### src/rtl/mio_bus.sv
// Memory/IO bus bridge: turns CPU read/write requests into wait-stated RAM
// accesses or single-cycle accesses to a small LED/switch/counter register map.
module mio_bus #(
    parameter int unsigned WAIT_CYCLES = 2,
    parameter logic [3:0]  IO_TAG      = 4'hF
) (
    input  logic        clk,
    input  logic        reset,
    input  logic        mem_rd,
    input  logic        mem_wr,
    input  logic [31:0] addr,
    input  logic [31:0] wdata,
    output logic [31:0] rdata,
    output logic        mio_ready,
    output logic        ram_en,
    output logic        ram_we,
    output logic [9:0]  ram_addr,
    output logic [31:0] ram_wdata,
    input  logic [31:0] ram_rdata,
    input  logic [15:0] sw_in,
    output logic [15:0] led_out,
    output logic [1:0]  state_dbg
);

    typedef enum logic [1:0] {
        S_IDLE   = 2'd0,
        S_ACCESS = 2'd1,
        S_DONE   = 2'd2
    } state_t;

    localparam logic [3:0] WAIT_LAST = 4'(WAIT_CYCLES);

    state_t      state, state_next;
    logic [3:0]  cap_tag;
    logic [9:0]  cap_word;
    logic [31:0] cap_wdata;
    logic        cap_wr;
    logic [3:0]  wait_cnt;
    logic [31:0] cyc_cnt;
    logic [31:0] io_rdata;
    logic        is_io;
    logic        last_access;
    logic        unused_addr_bits;

    // Only the space tag and the word address matter once a request is captured.
    assign unused_addr_bits = ^{addr[27:12], addr[1:0]};

    assign is_io       = (cap_tag == IO_TAG);
    assign last_access = (state == S_ACCESS) && (is_io || (wait_cnt == WAIT_LAST));
    assign ram_addr    = cap_word;
    assign ram_wdata   = cap_wdata;
    assign state_dbg   = state;

    always_ff @(posedge clk or posedge reset) begin
        if (reset) state <= S_IDLE;
        else       state <= state_next;
    end

    always_comb begin
        state_next = state;
        case (state)
            S_IDLE:   if (mem_rd || mem_wr) state_next = S_ACCESS;
            S_ACCESS: if (last_access)      state_next = S_DONE;
            S_DONE:   state_next = S_IDLE;
            default:  state_next = S_IDLE;
        endcase
    end

    always_comb begin
        ram_en    = (state == S_ACCESS) && !is_io;
        ram_we    = ram_en && cap_wr && (wait_cnt == 4'd0);
        mio_ready = (state == S_DONE);
    end

    always_comb begin
        io_rdata = 32'd0;
        case (cap_word[1:0])
            2'd0:    io_rdata = {16'd0, led_out};
            2'd1:    io_rdata = {16'd0, sw_in};
            2'd2:    io_rdata = cyc_cnt;
            default: io_rdata = 32'd0;
        endcase
    end

    // Capture on the sample edge so later addr/wdata changes cannot disturb the access.
    always_ff @(posedge clk or posedge reset) begin
        if (reset) begin
            cap_tag   <= 4'd0;
            cap_word  <= 10'd0;
            cap_wdata <= 32'd0;
            cap_wr    <= 1'b0;
            wait_cnt  <= 4'd0;
        end else if (state == S_IDLE) begin
            wait_cnt <= 4'd0;
            if (mem_rd || mem_wr) begin
                cap_tag   <= addr[31:28];
                cap_word  <= addr[11:2];
                cap_wdata <= wdata;
                cap_wr    <= mem_wr;
            end
        end else if (state == S_ACCESS) begin
            wait_cnt <= wait_cnt + 4'd1;
        end
    end

    always_ff @(posedge clk or posedge reset) begin
        if (reset) begin
            rdata   <= 32'd0;
            led_out <= 16'd0;
        end else if (last_access) begin
            if (!cap_wr)
                rdata <= is_io ? io_rdata : ram_rdata;
            else if (is_io && (cap_word[1:0] == 2'd0))
                led_out <= cap_wdata[15:0];
        end
    end

    always_ff @(posedge clk or posedge reset) begin
        if (reset) cyc_cnt <= 32'd0;
        else       cyc_cnt <= cyc_cnt + 32'd1;
    end

endmodule

### config.mk
export PLATFORM = sky130hd
export DESIGN_NAME = mio_bus
export DESIGN_NICKNAME = d
export VERILOG_FILES = /design/src/rtl/mio_bus.sv
export SDC_FILE = /design/constraint.sdc
export NUM_CORES = 1
export LEC_CHECK = 0
export ABC_AREA = 1
export CORE_MARGIN = 2
export CORE_UTILIZATION = 40
export DETAILED_ROUTE_END_ITERATION = 6
export HOLD_SLACK_MARGIN = 0.15
export PLACE_DENSITY_LB_ADDON = 0.25
export SETUP_SLACK_MARGIN = 0.5
export SYNTH_ARGS = -nofsm -noshare
export SYNTH_HDL_FRONTEND = slang
export SYNTH_SLANG_ARGS = --single-unit
export TNS_END_PERCENT = 5
### constraint.sdc
create_clock -name clk -period 10.26 [get_ports clk]
set_clock_uncertainty 0.05 [all_clocks]
set_input_delay 3.078 -clock clk [delete_from_list [all_inputs] [get_ports clk]]
set_output_delay 3.078 -clock clk [all_outputs]
set_load 0.02 [all_outputs]
==> impl_metrics.csv, run 1 <==
group,metric,value,unit
floorplan,die_w,132,um
run,maxCapViolCount,0,
routing,route.vias.total,5945,
yosys,synth_edf_count,0,
layout,fin_nets,1138,
global_route,grt_max_degree,83,
yosys,netlist.area_leader.share,0.510,
hold_path,worst_hold_path_type,"reg -> reg",
layout,instances_no_fill,1246,
sta,timing.hold.ws,0.425,ns
sta,tns,0,ns
power_and_ir_drop,p_leak,4.28,nW
power_and_ir_drop,p_sw_frac,0.393,
placed_design,pre_cts_ws,5.23,ns
clock_tree,post-cts-setup-buffers,0,
yosys,syn_nets,956,
yosys,synth.area.top_cells,"dfrtp_1, nand2_1, nand3_1",
global_route,antenna_found_initial,0,
clock_tree,tritoncts,"done",
clock_tree,ctsHtreeMaxLevel,4,
floorplan,boundaryPins,211,
sta,setup_slack,4.79,ns
power_and_ir_drop,p_clk_frac,0.236,
sta,finalSetupViolations,0,
floorplan,dieHeight,132,um
setup_path,crit_chain,"nand2_1 > inv_1 > nand2_2 > nand2_1 > nor2_1 > clkdlybuf4s50_1",
sta,fin_crit,5.47,ns
routing,ant_nets,0,
yosys,synth-seq-cells,133,
run_status,status,"finished clean",
placed_design,dp_hpwl,13500,um
power_and_ir_drop,intPower,1.53,mW
setup_path,cpMaxStageDelayCell,"clkdlybuf4s50_1",
placed_design,dp.cells,1215,
clock_tree,numClockSinks,133,
clock_tree,root_buffer,"clkbuf_16",
routing,routed_via_density,4.77,
sta,worst_pin_slew,0.797,ns
sta,relSlewSlack,0.468,
clock_tree,cts_resized,0,
power_and_ir_drop,switchingPower,0.992,mW
setup_path,critPathTopFamily,"simple AND/OR/NAND/NOR gates",
setup_path,crit_buf_inv,2,
layout,antenna_cells,0,
power_and_ir_drop,ir_drop,0.000155,V
setup_path,crit_path_start_kind,"register",
global_route,grt.overflow.total,0,
sta,drv_slew,0,
yosys,synth_flop_cell,"dfrtp_1",
sta,fmax,0.183,GHz
power_and_ir_drop,pwr-share-comb,0.429,
clock_tree,clk_pin_slew_worst_paths,0.06,ns
routing,drc,0,
setup_path,critPathKind,"reg -> out",
routing,routedWlPerCell,14.9,um
global_route,grt_usage,0.228,
yosys,synthCells,836,
sta,rsz0062_at_grt,"no",
routing,drt-initial-drc-count,363,
clock_tree,cts_hold_buf,0,
yosys,avgSynthCellArea,7.81,um^2
floorplan,start_util,0.409,
clock_tree,cts-buffers-inserted,17,
layout,drive_gt1_frac,0.0767,
setup_path,cp_common_cell,"nand2_1",
yosys,ys.warnings.count,0,
floorplan,dieArea,0.0174,mm^2
clock_tree,clockBufferDepth,2,
setup_path,critPathRequiredTime,7.13,ns
power_and_ir_drop,pwr-share-seq,0.334,
sta,timing.final.crit_share,0.534,
floorplan,rows,46,
placed_design,gp_congestion,0.883,
yosys,synth_seq_area_share,0.510,
yosys,synth_cell_types,27,
placed_design,io_buffers,192,
setup_path,cp_max_fo,34,
sta,hold_viol_final,0,
setup_path,crit_path_end_kind,"output pin",
floorplan,core_area,0.0159,mm^2
power_and_ir_drop,p_per_area,277,mW/mm^2
routing,routed_wl,18600,um
yosys,netlist_area,0.00653,mm^2
yosys,synth_top_area_cell,"dfrtp_1",
setup_path,cpPeakStageDelay,0.61,ns
clock_tree,insertion_delay,0.42,ns
layout,area_growth,39.6,%
routing,firstDrtPassIters,5,
yosys,synth_async_sr_flop_share,1.00,
global_route,grt_pass1_vias,6156,
setup_path,worstPathArrival,2.35,ns
global_route,grt_pass1_wl,31400,um
power_and_ir_drop,power,2.53,mW
[worst paths after layout]
path | from | end | slack (ns) | depth (start not counted)
min in group asynchronous | reset | ram_wdata[3] | 3.11 | 2
max | cap_tag[1] | ram_we | 4.79 | 6
min | rdata[25] | rdata[25] | 0.42 | 2
min reg2reg | rdata[25] | rdata[25] | 0.42 | 2
max reg2reg | cap_tag[1] | rdata[28] | 7.45 | 8
max in group asynchronous | reset | rdata[24] | 5.88 | 3
[flip-flops by register name, indices dropped and copies added, names as in the netlist]
register	count
state_dbg	2
cap_tag	4
ram_wdata	32
led_out	16
cap_wr	1
cyc_cnt	32
ram_addr	10
wait_cnt	4
rdata	32
[routing by layer]
metal / vias to the layer above / share of wire / wire length, um / GRT usage
li1: 2970 / - / - / -
met3: 40 / 0.080 / 1490 / 0.0818
met1: 2740 / 0.42 / 7830 / 0.277
met2: 195 / 0.47 / 8760 / 0.371
met5: - / 0 / 0 / 0
met4: 0 / 0.029 / 531 / 0.0870
[layout make-up]
type	instances	area, um^2
clock buffer	19	443
clock inverter	12	133
fill	1477	6830
inverter	39	151
multi-input combinational	631	2830
sequential	133	3330
tap	216	270
timing repair buffer	196	1950
[power groups by stage]
| stage | logic (mW) | clock network [mW] | registers, mW |
|---|---|---|---|
| CTS | 1.10 | 0.604 | 0.844 |
| detailed placement | 1.10 | 0 | 0.847 |
| floorplan | 0.446 | 0 | 1.02 |
| global placement | 1.08 | 0 | 0.845 |
| finish | 1.08 | 0.597 | 0.844 |
| global route | 1.19 | 0.629 | 0.870 |
[cell usage in the layout, fill, tap and decap left out, drive strengths merged]
cell | Yosys | final
clkbuf | 2 | 19
nor3 | 2 | 2
dfrtp | 133 | 133
xor2 | 10 | 10
nand3b | 14 | 14
ha | 4 | 4
bufinv | 0 | 2
nand2 | 419 | 419
buf | 31 | 4
nand4 | 1 | 1
nor2 | 64 | 64
a21oi | 2 | 2
clkinv | 0 | 4
clkinvlp | 0 | 6
xnor2 | 6 | 6
clkdlybuf4s50 | 0 | 192
o21ai | 38 | 38
inv | 39 | 39
and3 | 1 | 1
and2 | 1 | 1
nand3 | 69 | 69
[cells in the mapped netlist (7+ instances only)]
library cell / n
dfrtp_1: 133
o21ai_2: 11
o21ai_0: 8
nand2_2: 8
nor2_2: 9
buf_2: 14
nand2_1: 411
o21ai_1: 19
nor2_1: 50
inv_1: 32
xor2_1: 10
inv_2: 7
nand3b_1: 14
buf_4: 14
nand3_1: 66
[cells by family (layout without fill, tap and decap cells)]
| group | count (synthesis) | in the layout | share of synthesized area |
|---|---|---|---|
| AOI/OAI and AO/OA | 40 | 40 | 0.0370 |
| DFF | 133 | 133 | 0.510 |
| and+or+nand+nor | 571 | 571 | 0.368 |
| xor gates and xnor gates | 16 | 16 | 0.0215 |
| adders and majority gates | 4 | 4 | 0.00767 |
| buffers and inverters | 72 | 266 | 0.0556 |
[through the flow]
stage / instance area, um^2 / util
after global placement: 8540 / 0.535
after floorplan: 6530 / -
final: 9110 / 0.571
after global routing: 9110 / 0.571
after CTS: 9110 / 0.571
after detailed placement: 8540 / 0.535
[worst reg2reg max path, cell delays in order (launching register included)]
cell and delay [ns]:
dfrtp_1 0.35, nand2_1 0.09, inv_1 0.07, nand2_2 0.39
nand2_2 0.24, nand3_2 0.58, inv_2 0.74, nand2_1 0.13
nand2_1 0.09
(Power assumes the default switching activity.)
==> run 2, diff against run 1 <==
Clock period 10.26 ns to 5.05 ns, I/O delays scaled along.
==> run 2 against run 1 <==
Net effect:
- first-iteration DRC count fell by 21%
- total power rose by 110%
- final area rose by 0.87%
- global-route usage fell by 0.18 points
- via count fell by 1.2%
- sequential power rose by 100%
- non-clock buffer count rose by 2
- combinational power rose by 100%
- cell count rose by 0.24%
- flip-flop and latch count did not move
- critical path type unchanged
- largest cell class unchanged
==> impl_metrics.csv, run 2 (same netlist as run 1, synthesis figures left out) <==
group,metric,value,unit
run_status,status,"finished clean",
setup_path,crit_buf_inv,2,
global_route,grt_max_degree,66,
power_and_ir_drop,ir_drop,0.000312,V
sta,rsz0062_at_grt,"no",
setup_path,critPathRequiredTime,3.49,ns
layout,area_growth,40.8,%
power_and_ir_drop,p_per_area,568,mW/mm^2
clock_tree,tritoncts,"done",
layout,drive_gt1_frac,0.0803,
sta,drv_slew,0,
setup_path,cpMaxStageDelayCell,"clkdlybuf4s50_1",
layout,stdcell_area,0.00919,mm^2
setup_path,reg2reg_to,"rdata[24]",
clock_tree,cts_hold_buf,0,
placed_design,dpl_cell_area,0.00856,mm^2
floorplan,core_area,0.0159,mm^2
sta,finalSetupViolations,0,
global_route,grt_pass1_wl,31000,um
power_and_ir_drop,p_leak,4.33,nW
layout,fin_util,0.576,
global_route,antenna_found_initial,0,
layout,final_common_cell,"nand2_1",
setup_path,cpPeakStageDelay,0.61,ns
sta,relSlewSlack,0.292,
sta,timing.final.crit_share,0.776,
clock_tree,cts-buffers-inserted,17,
placed_design,pre_cts_ws,1.56,ns
routing,routed_via_density,4.70,
layout,antenna_cells,0,
setup_path,crit_path_end_kind,"output pin",
hold_path,min_from,"ram_addr[5]",
placed_design,dp_hpwl,13500,um
routing,drt-initial-drc-count,287,
floorplan,rows,46,
global_route,grt_pass1_vias,6070,
placed_design,gp_congestion,0.898,
floorplan,start_util,0.409,
clock_tree,clk_pin_slew_worst_paths,0.06,ns
clock_tree,cts_resized,0,
sta,fin_crit,3.92,ns
setup_path,crit_chain,"nand2_1 > inv_1 > nand2_2 > nand2_1 > nor2_1 > clkdlybuf4s50_1",
setup_path,crit_path_start_kind,"register",
floorplan,die_w,132,um
hold_path,hold_end,"ram_addr[5]",
setup_path,reg2reg_depth,8,
setup_path,critPathTopFamily,"simple AND/OR/NAND/NOR gates",
global_route,grt.overflow.total,0,
setup_path,worstPathArrival,2.35,ns
placed_design,io_buffers,192,
layout,fin_nets,1140,
setup_path,critPathKind,"reg -> out",
floorplan,dieArea,0.0174,mm^2
layout,fill_cells,1495,
layout,layout_common_cells,"nand2_1, clkdlybuf4s50_1, dfrtp_1",
global_route,grt_usage,0.226,
sta,setup_slack,1.13,ns
layout,instances_no_fill,1249,
floorplan,dieHeight,132,um
setup_path,cp_max_fo,34,
routing,firstDrtPassIters,5,
placed_design,dp.cells,1217,
routing,routedWlPerCell,14.8,um
routing,drc,0,
run,maxCapViolCount,0,
sta,hold_viol_final,0,
routing,ant_nets,0,
routing,route.vias.total,5876,
clock_tree,ctsHtreeMaxLevel,4,
setup_path,r2r-start,"cap_tag[1]",
floorplan,boundaryPins,211,
sta,tns,0,ns
routing,routed_wl,18500,um
hold_path,worst_hold_path_type,"reg -> reg",
sta,fmax,0.255,GHz
clock_tree,root_buffer,"clkbuf_16",
hold_path,hold_path_depth,2,
clock_tree,insertion_delay,0.42,ns
clock_tree,clockBufferDepth,2,
clock_tree,post-cts-setup-buffers,0,
clock_tree,numClockSinks,133,
setup_path,cp_common_cell,"nand2_1",
setup_path,r2r_slack,2.26,ns
sta,worst_pin_slew,1.06,ns
[run 2: power breakdown]
group | leakage, nW | switching, mW | internal, mW
clock network | 0.309 | 0.473 | 0.830
logic | 2.33 | 1.25 | 0.943
registers | 1.70 | 0.277 | 1.44
total | 4.33 | 2.00 | 3.21
[run 2: routing by layer]
layer,share of wire,global-route usage,up-vias
met5,0,0,-
met4,0.023,0.0876,0
met3,0.082,0.0748,27
met2,0.48,0.379,198
met1,0.41,0.269,2676
li1,-,-,2975
[run 2: layout make-up]
| class | count | area, um^2 | area share |
|---|---|---|---|
| sequential | 133 | 3330 | 0.362 |
| multi-input combinational | 631 | 2830 | 0.308 |
| timing repair buffer | 198 | 1980 | 0.215 |
| clock buffer | 21 | 480 | 0.0523 |
| tap | 216 | 270 | 0.0294 |
| inverter | 39 | 150 | 0.0163 |
| clock inverter | 11 | 148 | 0.0161 |
[run 2: worst max-delay path by stage]
stage / startpoint / endpoint / slack [ns] / cells after the start
2_1_floorplan: reset / cap_tag[0] / 1.83 / 1
3_3_place_gp: cap_tag[2] / ram_we / 1.59 / 6
3_5_place_dp: cap_tag[3] / ram_we / 1.56 / 6
4_1_cts: cap_tag[3] / ram_we / 1.10 / 6
5_1_grt: cap_tag[2] / ram_we / 0.92 / 6
6_report: cap_tag[3] / ram_we / 1.13 / 6
[run 2: worst register-to-register path, cell delays in order (launching register included)]
cell	delay (ns)
dfrtp_1	0.35
nand2_1	0.08
inv_1	0.07
nand2_2	0.39
nand2_2	0.24
nand3_2	0.57
inv_2	0.72
nand2_1	0.17
nand2_1	0.09
[run 2: through the flow]
stage	hold WS [ns]	power, mW
floorplan	0.399	2.97
global placement	0.410	3.91
detailed placement	0.414	3.94
CTS	0.430	5.27
global route	0.446	5.54
finish	0.426	5.22
==> run 3, diff against run 2 <==
Clock period 5.05 ns to 4.1 ns, I/O delays scaled along.
==> run 3 against run 2 <==
Net effect:
- global-route usage fell by 0.42 points
- setup slack worse by 0.30 ns
- worst hold slack lost 0.0028 ns
- via count about the same
- largest power group unchanged
- largest cell class unchanged
- die area did not move
- combinational power up 26%
- critical path depth down 2
- total power increased by 23%
- sequential power is 21% higher
==> impl_metrics.csv, run 3 (same netlist as run 1, synthesis figures left out) <==
group,metric,value,unit
layout,instances_no_fill,1252,
clock_tree,insertion_delay,0.42,ns
power_and_ir_drop,switchingPower,2.49,mW
setup_path,cpMaxStageDelayCell,"clkdlybuf4s50_1",
global_route,grt_pass1_wl,30100,um
routing,firstDrtPassIters,4,
clock_tree,root_buffer,"clkbuf_16",
sta,tns,0,ns
hold_path,worst_hold_path_type,"reg -> reg",
power_and_ir_drop,p_leak,4.34,nW
setup_path,cp_max_fo,6,
placed_design,dp.cells,1220,
layout,fin_util,0.577,
setup_path,crit_path_end_kind,"output pin",
placed_design,dpl_cell_area,0.00860,mm^2
placed_design,io_buffers,192,
floorplan,dieHeight,132,um
placed_design,gp_congestion,0.890,
sta,timing.hold.ws,0.423,ns
global_route,grt_pass1_vias,5804,
clock_tree,clockBufferDepth,2,
layout,area_growth,41.1,%
power_and_ir_drop,p_clk_frac,0.244,
sta,finalSetupViolations,0,
power_and_ir_drop,pwr-share-seq,0.325,
layout,layout_common_cells,"nand2_1, clkdlybuf4s50_1, dfrtp_1",
layout,regArea,0.00333,mm^2
clock_tree,cts_resized,0,
global_route,grt_usage,0.222,
setup_path,critPathKind,"reg -> out",
power_and_ir_drop,p_sw_frac,0.389,
clock_tree,ctsHtreeMaxLevel,4,
sta,fin_crit,3.27,ns
layout,fill_cells,1459,
global_route,grt_max_degree,58,
run_status,status,"finished clean",
routing,routed_wl,18500,um
floorplan,core_area,0.0159,mm^2
power_and_ir_drop,pwr-share-comb,0.430,
clock_tree,cts_hold_buf,0,
sta,rsz0062_at_grt,"no",
global_route,grt.overflow.total,0,
routing,routedWlPerCell,14.8,um
clock_tree,post-cts-setup-buffers,0,
placed_design,dp_hpwl,13600,um
routing,drc,0,
setup_path,critPathRequiredTime,2.82,ns
layout,stdcell_area,0.00920,mm^2
power_and_ir_drop,ir_drop,0.000406,V
layout,antenna_cells,0,
sta,timing.final.crit_share,0.797,
run,maxCapViolCount,0,
clock_tree,tritoncts,"done",
floorplan,boundaryPins,211,
sta,relSlewSlack,0.475,
floorplan,start_util,0.409,
layout,drive_gt1_frac,0.0820,
placed_design,pre_cts_ws,1.24,ns
power_and_ir_drop,intPower,3.91,mW
clock_tree,clk_pin_slew_worst_paths,0.06,ns
power_and_ir_drop,power,6.40,mW
setup_path,worstPathArrival,1.99,ns
power_and_ir_drop,p_per_area,695,mW/mm^2
global_route,antenna_found_initial,0,
floorplan,die_w,132,um
sta,worst_pin_slew,0.785,ns
floorplan,rows,46,
sta,hold_viol_final,0,
layout,fin_nets,1143,
layout,final_common_cell,"nand2_1",
sta,fmax,0.306,GHz
layout,multi_input_area,0.00283,mm^2
clock_tree,numClockSinks,133,
routing,drt-initial-drc-count,293,
routing,routed_via_density,4.69,
clock_tree,cts-buffers-inserted,17,
setup_path,cpPeakStageDelay,0.61,ns
routing,route.vias.total,5877,
sta,drv_slew,0,
setup_path,crit_chain,"nor2_2 > nand2_1 > nor2_1 > clkdlybuf4s50_1",
floorplan,dieArea,0.0174,mm^2
routing,ant_nets,0,
sta,setup_slack,0.830,ns
setup_path,crit_path_start_kind,"register",
==> run 3: power groups by stage <==
stage	clock network (mW)	registers [mW]	logic, mW
detailed placement	0	2.09	2.78
global route	1.66	2.14	3.00
global placement	0	2.09	2.75
floorplan	0	2.55	1.12
CTS	1.59	2.08	2.79
finish	1.56	2.08	2.75
==> run 3: final cells by class <==
cell class,instances,area share
flip-flops and latches,133,0.362
multi-input cells,631,0.308
repair buffers,201,0.219
clock buffers,18,0.0466
well taps,216,0.0294
clock inverters,14,0.0193
inverters,39,0.0163
==> run 3: critical path: cells and delay by family (launching register included) <==
family / cells / cell delay, ns
simple gates: 3 / 0.54
flops: 1 / 0.42
buf+inv: 1 / 0.61
==> run 3: final timing paths <==
path	start	to	slack [ns]	cells past startpoint
max in group asynchronous	reset	rdata[22]	2.00	3
setup / recovery	state_dbg[1]	ram_we	0.83	4
min in group asynchronous	reset	ram_addr[1]	1.20	2
setup reg to reg	ram_addr[1]	led_out[15]	1.90	3
hold / removal	rdata[14]	rdata[14]	0.42	2
hold reg to reg	rdata[14]	rdata[14]	0.42	2
==> run 3: per-layer routing <==
| layer | global-route usage | up-vias | share of wire |
|---|---|---|---|
| met5 | 0 | - | 0 |
| met1 | 0.267 | 2673 | 0.41 |
| met2 | 0.357 | 183 | 0.48 |
| met4 | 0.0894 | 0 | 0.024 |
| li1 | - | 2994 | - |
| met3 | 0.0876 | 27 | 0.084 |
